File: src/rtl/mac_requant.sv
// Purpose : requantize signed accumulator results to signed OUT_WIDTH activations
//           (Q15 multiply, round-half-up right shift, zero-point add, optional ReLU, clamp).
// Latency : 3 cycles from input transfer to out_valid; throughput 1 item/cycle.
// Backpressure: the whole pipeline stalls together while out_valid && !out_ready.
//               Bubbles are held in place, and in_ready follows the stall.
//
// Ports:
//   clk, rst            clock and synchronous active-high reset
//   acc_in, in_valid,   accumulator input handshake
//   in_ready
//   mult, shift,        per-item requant config, captured together with acc_in
//   zero_point, relu_en
//   out_data,           requantized output handshake
//   out_valid, out_ready
//   sat_count,          count of items clamped by the int range (sticky at max)
//   sat_clear           clears sat_count on the next cycle
module mac_requant #(
    parameter int ACC_WIDTH  = 32,
    parameter int MULT_WIDTH = 16,
    parameter int OUT_WIDTH  = 8,
    parameter int CNT_WIDTH  = 16
) (
    input  logic                         clk,
    input  logic                         rst,
    input  logic signed [ACC_WIDTH-1:0]  acc_in,
    input  logic                         in_valid,
    output logic                         in_ready,
    input  logic signed [MULT_WIDTH-1:0] mult,
    input  logic        [4:0]            shift,
    input  logic signed [OUT_WIDTH-1:0]  zero_point,
    input  logic                         relu_en,
    output logic signed [OUT_WIDTH-1:0]  out_data,
    output logic                         out_valid,
    input  logic                         out_ready,
    output logic        [CNT_WIDTH-1:0]  sat_count,
    input  logic                         sat_clear
);

    // Product, rounded product (one guard bit for the rounding add) and
    // zero-point sum (one more bit so the add can never wrap).
    localparam int PROD_W = ACC_WIDTH + MULT_WIDTH;
    localparam int RND_W  = PROD_W + 1;
    localparam int SUM_W  = PROD_W + 2;

    localparam logic signed [SUM_W-1:0] HI_LIM = SUM_W'((2 ** (OUT_WIDTH - 1)) - 1);
    localparam logic signed [SUM_W-1:0] LO_LIM = SUM_W'(-(2 ** (OUT_WIDTH - 1)));
    localparam logic        [CNT_WIDTH-1:0] CNT_MAX = '1;

    // Single global advance: every stage moves together or not at all.
    logic advance;

    assign advance  = !out_valid || out_ready;
    assign in_ready = advance && !rst;

    // ------------------------------------------------------------------
    // Stage 1: full-width signed product, config travels alongside.
    // ------------------------------------------------------------------
    logic                        s1_vld;
    logic signed [PROD_W-1:0]    s1_prod;
    logic        [4:0]           s1_shift;
    logic signed [OUT_WIDTH-1:0] s1_zp;
    logic                        s1_relu;

    always_ff @(posedge clk) begin
        if (rst) begin
            s1_vld   <= 1'b0;
            s1_prod  <= '0;
            s1_shift <= '0;
            s1_zp    <= '0;
            s1_relu  <= 1'b0;
        end else if (advance) begin
            s1_vld <= in_valid;
            if (in_valid) begin
                s1_prod  <= PROD_W'(acc_in) * PROD_W'(mult);
                s1_shift <= shift;
                s1_zp    <= zero_point;
                s1_relu  <= relu_en;
            end
        end
    end

    // ------------------------------------------------------------------
    // Stage 2: rounding arithmetic shift. Adding half an LSB and then
    // flooring gives round-half-toward-+inf for both signs. With shift=0
    // the bias is zero and the shift is a no-op, so one path covers both.
    // ------------------------------------------------------------------
    logic signed [RND_W-1:0] rnd_bias;
    logic signed [RND_W-1:0] rnd_sum;
    logic signed [RND_W-1:0] rnd_res;

    always_comb begin
        rnd_bias = '0;
        if (s1_shift != 5'd0) begin
            rnd_bias = RND_W'(1) << (s1_shift - 5'd1);
        end
        rnd_sum = {s1_prod[PROD_W-1], s1_prod} + rnd_bias;
        rnd_res = rnd_sum >>> s1_shift;
    end

    logic                        s2_vld;
    logic signed [RND_W-1:0]     s2_r;
    logic signed [OUT_WIDTH-1:0] s2_zp;
    logic                        s2_relu;

    always_ff @(posedge clk) begin
        if (rst) begin
            s2_vld  <= 1'b0;
            s2_r    <= '0;
            s2_zp   <= '0;
            s2_relu <= 1'b0;
        end else if (advance) begin
            s2_vld <= s1_vld;
            if (s1_vld) begin
                s2_r    <= rnd_res;
                s2_zp   <= s1_zp;
                s2_relu <= s1_relu;
            end
        end
    end

    // ------------------------------------------------------------------
    // Stage 3: zero-point add, ReLU-aware lower bound, clamp.
    // Only leaving the int range counts as saturation. Being pulled up to
    // the ReLU floor is intended behaviour, so it is not counted.
    // ------------------------------------------------------------------
    logic signed [SUM_W-1:0]     zp_sum;
    logic signed [SUM_W-1:0]     lo_lim;
    logic signed [OUT_WIDTH-1:0] clamp_val;
    logic                        sat_evt;

    always_comb begin
        zp_sum = {s2_r[RND_W-1], s2_r}
               + {{(SUM_W - OUT_WIDTH){s2_zp[OUT_WIDTH-1]}}, s2_zp};
        lo_lim = s2_relu ? {{(SUM_W - OUT_WIDTH){s2_zp[OUT_WIDTH-1]}}, s2_zp} : LO_LIM;
        sat_evt = (zp_sum > HI_LIM) || (zp_sum < LO_LIM);

        clamp_val = zp_sum[OUT_WIDTH-1:0];
        if (zp_sum > HI_LIM) begin
            clamp_val = HI_LIM[OUT_WIDTH-1:0];
        end else if (zp_sum < lo_lim) begin
            clamp_val = lo_lim[OUT_WIDTH-1:0];
        end
    end

    // Output register. It holds while stalled because advance=0 then.
    always_ff @(posedge clk) begin
        if (rst) begin
            out_valid <= 1'b0;
            out_data  <= '0;
        end else if (advance) begin
            out_valid <= s2_vld;
            if (s2_vld) begin
                out_data <= clamp_val;
            end
        end
    end

    // ------------------------------------------------------------------
    // Saturation counter. Counting is tied to the stage-3 load, which
    // happens exactly once per item. An item parked in the output register
    // under stall is therefore never recounted. Clear wins over a
    // coincident event.
    // ------------------------------------------------------------------
    always_ff @(posedge clk) begin
        if (rst) begin
            sat_count <= '0;
        end else if (sat_clear) begin
            sat_count <= '0;
        end else if (advance && s2_vld && sat_evt && (sat_count != CNT_MAX)) begin
            sat_count <= sat_count + CNT_WIDTH'(1);
        end
    end

endmodule

File: config.mk
export PLATFORM = sky130hd
export DESIGN_NAME = mac_requant
export DESIGN_NICKNAME = d
export VERILOG_FILES = /design/src/rtl/mac_requant.sv
export SDC_FILE = /design/constraint.sdc
export NUM_CORES = 2
export LEC_CHECK = 0
export CAP_MARGIN = 20
export CORE_MARGIN = 1
export CORE_UTILIZATION = 55
export DETAILED_ROUTE_END_ITERATION = 6
export GPL_ROUTABILITY_DRIVEN = 0
export PLACE_DENSITY = 0.71
export SYNTH_ARGS = -nofsm -noshare
export SYNTH_HDL_FRONTEND = slang
export SYNTH_SLANG_ARGS = --single-unit
File: constraint.sdc
create_clock -name clk -period 19.4 [get_ports clk]
set_input_delay 3.88 -clock clk [delete_from_list [all_inputs] [get_ports clk]]
set_output_delay 3.88 -clock clk [all_outputs]
set_load 0.01 [all_outputs]
* Yosys cells after proc, flatten, opt, wreduce, memory -nomap -nowiden *
Index checks and enable logic that the tools add are counted.

word-level totals
  bits in registers = 147
  input port bits = 67
  output and inout bits = 26

operators by class
  add/sub/neg operators = 4
  $mul = 1
  magnitude comparators = 3
  equal/unequal tests = 1
  shift-type cells = 2
  muxes and demuxes = 4
  reductions and logical operators = 13

operators with widths
  operator               count
  $add 49x8->50          1
  $gt 50x8->1 const B    1
  $lt 50x50->1           1
  $lt 50x8->1 const B    1
  $mux 50                1
  $add 49x49->49         1
  $mux 49                1
  $shl 1x5->49 const A   1
  $sshr 49x5->49         1
  $mul 32x16->48         1
  $add 16x1->16 const B  1
  $mux 8                 2
  $ne 16x16->1 const B   1
  $reduce_and 2->1       3
  $reduce_bool 5->1      1
  $sub 5x1->5 const B    1
  $logic_and 1x1->1      4
  $logic_not 1->1        2
  $logic_or 1x1->1       2
  $reduce_or 2->1        1

* Longest topological paths before layout *
  depth in word-level cells = 5
  depth in mapped cells = 28
  mapped depth without buffers = 27

* Least setup slack after synthesis *
Ideal clock, no wire load.

  kind = input -> register
  start point = input mult[15]
  end point = register s1_prod[47]
  arrival time = 10.257 ns
  required time = 19.342 ns
  setup slack = 9.085 ns
  stages on the path = 25
  path buffers = 2
  path through = inv_1 > clkbuf_1 > clkbuf_1 > nor2_1 > fa_1 > fa_1 > fa_1 > fa_1 > fa_1 > inv_1 > fa_1 > inv_1 > ha_1 > a21oi_1 > inv_1 > a221oi_1 > o211ai_1 > a31oi_1 > o31ai_1 > a21boi_0 > a21oi_1 > a211oi_1 > a21boi_0 > a31oi_1 > o21a_1

between the ends
  longest elaborated chain between the ends = 1

ends and longest elaborated chain
  item                  RTL line  RTL
  from (decl)           28        input logic signed [MULT_WIDTH-1:0] mult,
  $mul 32x16->48        74        s1_prod <= PROD_W'(acc_in) * PROD_W'(mult);
  to (signal assigned)  74
  to (decl)             59        logic signed [PROD_W-1:0] s1_prod;

No other way between the ends.
A chain may end at the register's enable or synchronous reset.

* Final worst setup path *
  start point = input mult[13]
  end point = register s1_prod[47]

Same word-level chain as after synthesis.

==> reports/qor.log <==
INFO  status         outcome=finished, final reports clean
INFO  clock_network  hold_buffers=0
INFO  setup_path     critical_path_peak_fanout=32
INFO  sta            fin_crit_sh=0.590
INFO  floorplanning  die_w=250um
INFO  run            max_cap_violations=0
INFO  placed_design  hpwlAfterDp=73.3mm
INFO  global_route   global_route_wire_length_before_repair=153mm
INFO  finish         final.fill_count=5,656
INFO  clock_network  worst_skew_pair.late_latency=460ps
INFO  logic_synthesis synth.ff_latch_count=147
INFO  logic_synthesis synth-edff-count=0
INFO  sta            slew-limit-headroom=0.257
INFO  clock_network  clock_tree.buffer_depth=2
INFO  global_route   met3_usage=0.0433
INFO  global_route   gr_util_met2=0.483
INFO  logic_synthesis syn-cell-area=33,900squm
INFO  routing        vias=29,600
INFO  hold_path      worstHoldPathType=register to register
INFO  placed_design  port_buffers=92
INFO  clock_network  ctsResizeCount=0
INFO  global_route   most_utilized_layer_in_the_global_route_result=met2
INFO  routing        remaining_number_of_nets_flagged_by_the_antenna_check_after_routing=0
INFO  floorplanning  initial_standard_cell_utilization_of_the_core=0.559
INFO  logic_synthesis ys_types=99
INFO  logic_synthesis ys.flop_type=sky130_fd_sc_hd__dfxtp_1
INFO  finish         flow.area_growth_from_synthesis=5.64%
INFO  clock_network  post-cts-setup-buffer-count=0
INFO  sta            finalHoldViolCount=0
INFO  sta            slew_violations=0
INFO  setup_path     cp.required=19,810ps
INFO  floorplanning  die_height=250um
INFO  global_route   grt.overflow.total=0
INFO  global_route   gr-usage-all-layers=0.299
INFO  power_and_ir_drop irDropWorstVdd=0.203mV
INFO  finish         multi_input_area=27,600squm
INFO  routing        ratio_of_routed_vias_to_standard_cells=5.95
INFO  routing        post_drt_wl_per_cell=18.5um
INFO  clock_network  cts_buffers=17
INFO  clock_network  clock_tree.root_cell=sky130_fd_sc_hd__clkbuf_16
INFO  finish         layout.area.seq=2940squm
INFO  global_route   initial_antenna_violation_count=0
INFO  logic_synthesis mappedNetlistNets=5,067
INFO  setup_path     critPathLaunchType=primary input
INFO  setup_path     criticalPathCategory=primary input to register
INFO  logic_synthesis syn_avg_cell_area=7.94squm
INFO  sta            post_route_hold_slack=457ps
INFO  routing        drc=0
INFO  clock_network  worst_setup_hold_path_clk_slew=80ps
INFO  logic_synthesis yosys_warn_count=0
INFO  clock_network  cts.sink_count=147
INFO  clock_network  tritoncts=built
INFO  global_route   vias_in_the_first_global_route=29,000
INFO  global_route   maximum_number_of_pins_on_one_net_before_global_route_repair=69
INFO  sta            timing.final.setup_violations=0
INFO  floorplanning  design.portCount=93
INFO  logic_synthesis postSynthCellCount=4,265
INFO  power_and_ir_drop power_density=191nW/um^2
INFO  logic_synthesis postSynth.asyncResetShare=0
INFO  finish         antenna-diode-count=0
INFO  global_route   grtUsageMet1=0.419
INFO  setup_path     setup.worst_path.end_class=register
INFO  routing        drt-initial-drc-count=2,852
INFO  sta            worst_clk_skew=17.1ps
INFO  setup_path     worst-endpoint-arrival=11,850ps
INFO  clock_network  ctsHtreeMaxLevel=4
INFO  power_and_ir_drop leakage=0.0170uW
INFO  routing        dr.pass1.iters=7
INFO  sta            fmax=87.4MHz
INFO  finish         share_of_layout_cells_above_drive_strength_1=0.0368
INFO  sta            worst_pin_slew=1110ps
INFO  sta            fin_tns_setup=0ps
INFO  logic_synthesis synth_sequential_area_ratio=0.0869
INFO  routing        routed_wirelength=92.0mm
INFO  finish         num-nets-final=4,979
INFO  floorplanning  std_cell_rows=90
INFO  sta            grt_setup_unrepaired=no
INFO  floorplanning  floorplan.core_area=60,600squm
INFO  floorplanning  dieArea=62,600squm
INFO  sta            min_period=11,440ps
[placed cells by master (no fill, tap or decap), types with 28 or more instances in the layout]
cell,count
sky130_fd_sc_hd__nand2_1,633
sky130_fd_sc_hd__ha_1,247
sky130_fd_sc_hd__fa_1,488
sky130_fd_sc_hd__buf_4,37
sky130_fd_sc_hd__nand4_1,46
sky130_fd_sc_hd__a211oi_1,31
sky130_fd_sc_hd__and2_1,236
sky130_fd_sc_hd__o21ai_0,159
sky130_fd_sc_hd__nor2_1,195
sky130_fd_sc_hd__dfxtp_1,147
sky130_fd_sc_hd__mux2i_1,65
sky130_fd_sc_hd__nand3_1,65
sky130_fd_sc_hd__a21o_1,85
sky130_fd_sc_hd__xor2_1,38
sky130_fd_sc_hd__o211ai_1,37
sky130_fd_sc_hd__o21a_1,28
sky130_fd_sc_hd__xnor2_1,84
sky130_fd_sc_hd__a31oi_1,29
sky130_fd_sc_hd__clkdlybuf4s50_1,91
sky130_fd_sc_hd__or3_1,28
sky130_fd_sc_hd__a21oi_1,263
sky130_fd_sc_hd__inv_1,634
sky130_fd_sc_hd__nor3_1,64
[synth_stat cells, drive strengths merged, types with 10 or more instances]
cell type    n  share of area
fa         488           0.29
a221o       11         0.0033
inv        637          0.071
a21o        85          0.019
nand2b      20         0.0037
a21boi      10         0.0024
nand2      634          0.070
a211oi      32         0.0072
a22oi       15         0.0033
nor2b       15         0.0028
dfxtp      147          0.087
or2         17         0.0031
o211ai      37         0.0082
nor4        10         0.0018
o31ai       22         0.0050
a31oi       31         0.0061
mux4        17          0.011
nand4       47         0.0089
or4         14         0.0032
or3         29         0.0055
buf         35         0.0045
o21a        28         0.0062
o21ai      167          0.025
xor2        38         0.0098
mux2        12         0.0040
and3        27         0.0050
nor2       195          0.022
ha         247          0.091
a221oi      14         0.0044
o21bai      15         0.0033
nand3       65         0.0096
xnor2       84          0.022
nor3        65         0.0098
o22ai       12         0.0022
nand3b      10         0.0022
clkbuf     202          0.022
mux2i       65          0.019
and2       238          0.044
a21oi      267          0.040
a32oi       13         0.0034
[area by class of cell]
cell class	instances	area share
clock buffers	18	0.0120
clock inverters	14	0.00472
inverters	639	0.0670
multi-input cells	3242	0.772
flip-flops and latches	147	0.0822
well taps	782	0.0273
repair buffers	130	0.0346
[cells by family (layout without fill, tap and decap cells)]
| logic type | after synthesis | in the layout | synth area share |
|---|---|---|---|
| compound gates | 872 | 872 | 0.170 |
| mux | 94 | 94 | 0.0345 |
| fa+ha+maj | 735 | 735 | 0.380 |
| buf+inv | 876 | 801 | 0.0976 |
| xor+xnor | 122 | 122 | 0.0315 |
| simple gates | 1419 | 1419 | 0.200 |
| flops | 147 | 147 | 0.0869 |
[critical path: stages]
cell and delay [ps]:
sky130_fd_sc_hd__clkdlybuf4s50_1 1200, sky130_fd_sc_hd__and2_1 260, sky130_fd_sc_hd__fa_1 450, sky130_fd_sc_hd__fa_1 520, sky130_fd_sc_hd__fa_1 540, sky130_fd_sc_hd__fa_1 530, sky130_fd_sc_hd__fa_1 550, sky130_fd_sc_hd__inv_1 60
sky130_fd_sc_hd__fa_1 530, sky130_fd_sc_hd__inv_1 40, sky130_fd_sc_hd__ha_1 360, sky130_fd_sc_hd__a21o_1 210, sky130_fd_sc_hd__a21o_1 190, sky130_fd_sc_hd__a221oi_1 290, sky130_fd_sc_hd__o211ai_1 130, sky130_fd_sc_hd__a31oi_1 370
sky130_fd_sc_hd__o31ai_1 190, sky130_fd_sc_hd__a21boi_0 490, sky130_fd_sc_hd__a21oi_1 210, sky130_fd_sc_hd__a211oi_1 340, sky130_fd_sc_hd__a21boi_0 190, sky130_fd_sc_hd__a31oi_1 160, sky130_fd_sc_hd__o21a_1 130
[path summary, 6_finish.rpt]
path / startpoint / depth (start not counted) / endpoint / slack, ps
worst max-delay path: mult[13] / 23 / s1_prod[47]$_SDFFE_PP0P_ / 7960
worst min-delay path: s1_prod[16]$_SDFFE_PP0P_ / 2 / s1_prod[16]$_SDFFE_PP0P_ / 460
worst max register to register: s1_shift[0]$_SDFFE_PP0P_ / 21 / s2_r[8]$_SDFFE_PP0P_ / 11830
worst min register to register: s1_prod[16]$_SDFFE_PP0P_ / 2 / s1_prod[16]$_SDFFE_PP0P_ / 460
[routing by layer]
metal,vias up,routed length (um)
met4,0,2340
li1,13900,-
met1,14400,40800
met5,-,0
met3,139,6740
met2,1096,42100
[per-stage QoR]
step	total power [uW]	instance area (sq um)	cells	worst slack, ps	utilization
final	6850	35800	4972	7960	0.591
after global routing	7790	35800	4972	7610	0.591
after CTS	6890	35700	4969	7930	0.590
after detailed placement	6520	35100	4937	7440	0.580
after global placement	6450	35100	4937	7590	0.580
after floorplan	5300	33900	4265	9090	-
[sequential cells by signal, indices dropped and copies added (netlist names)]
register	flops
s2_relu	1
s1_shift	5
s2_vld	1
out_valid	1
s1_relu	1
s2_r	49
s1_prod	48
s1_zp	8
out_data	8
s1_vld	1
s2_zp	8
sat_count	16
[power breakdown]
part,total (uW),internal (uW),leakage [uW],switching [uW]
registers,410,363,0.00120,47.4
logic,6100,2650,0.0156,3450
clock network,340,184,0.000286,156
Note: power is estimated with default switching activity, not from simulation.
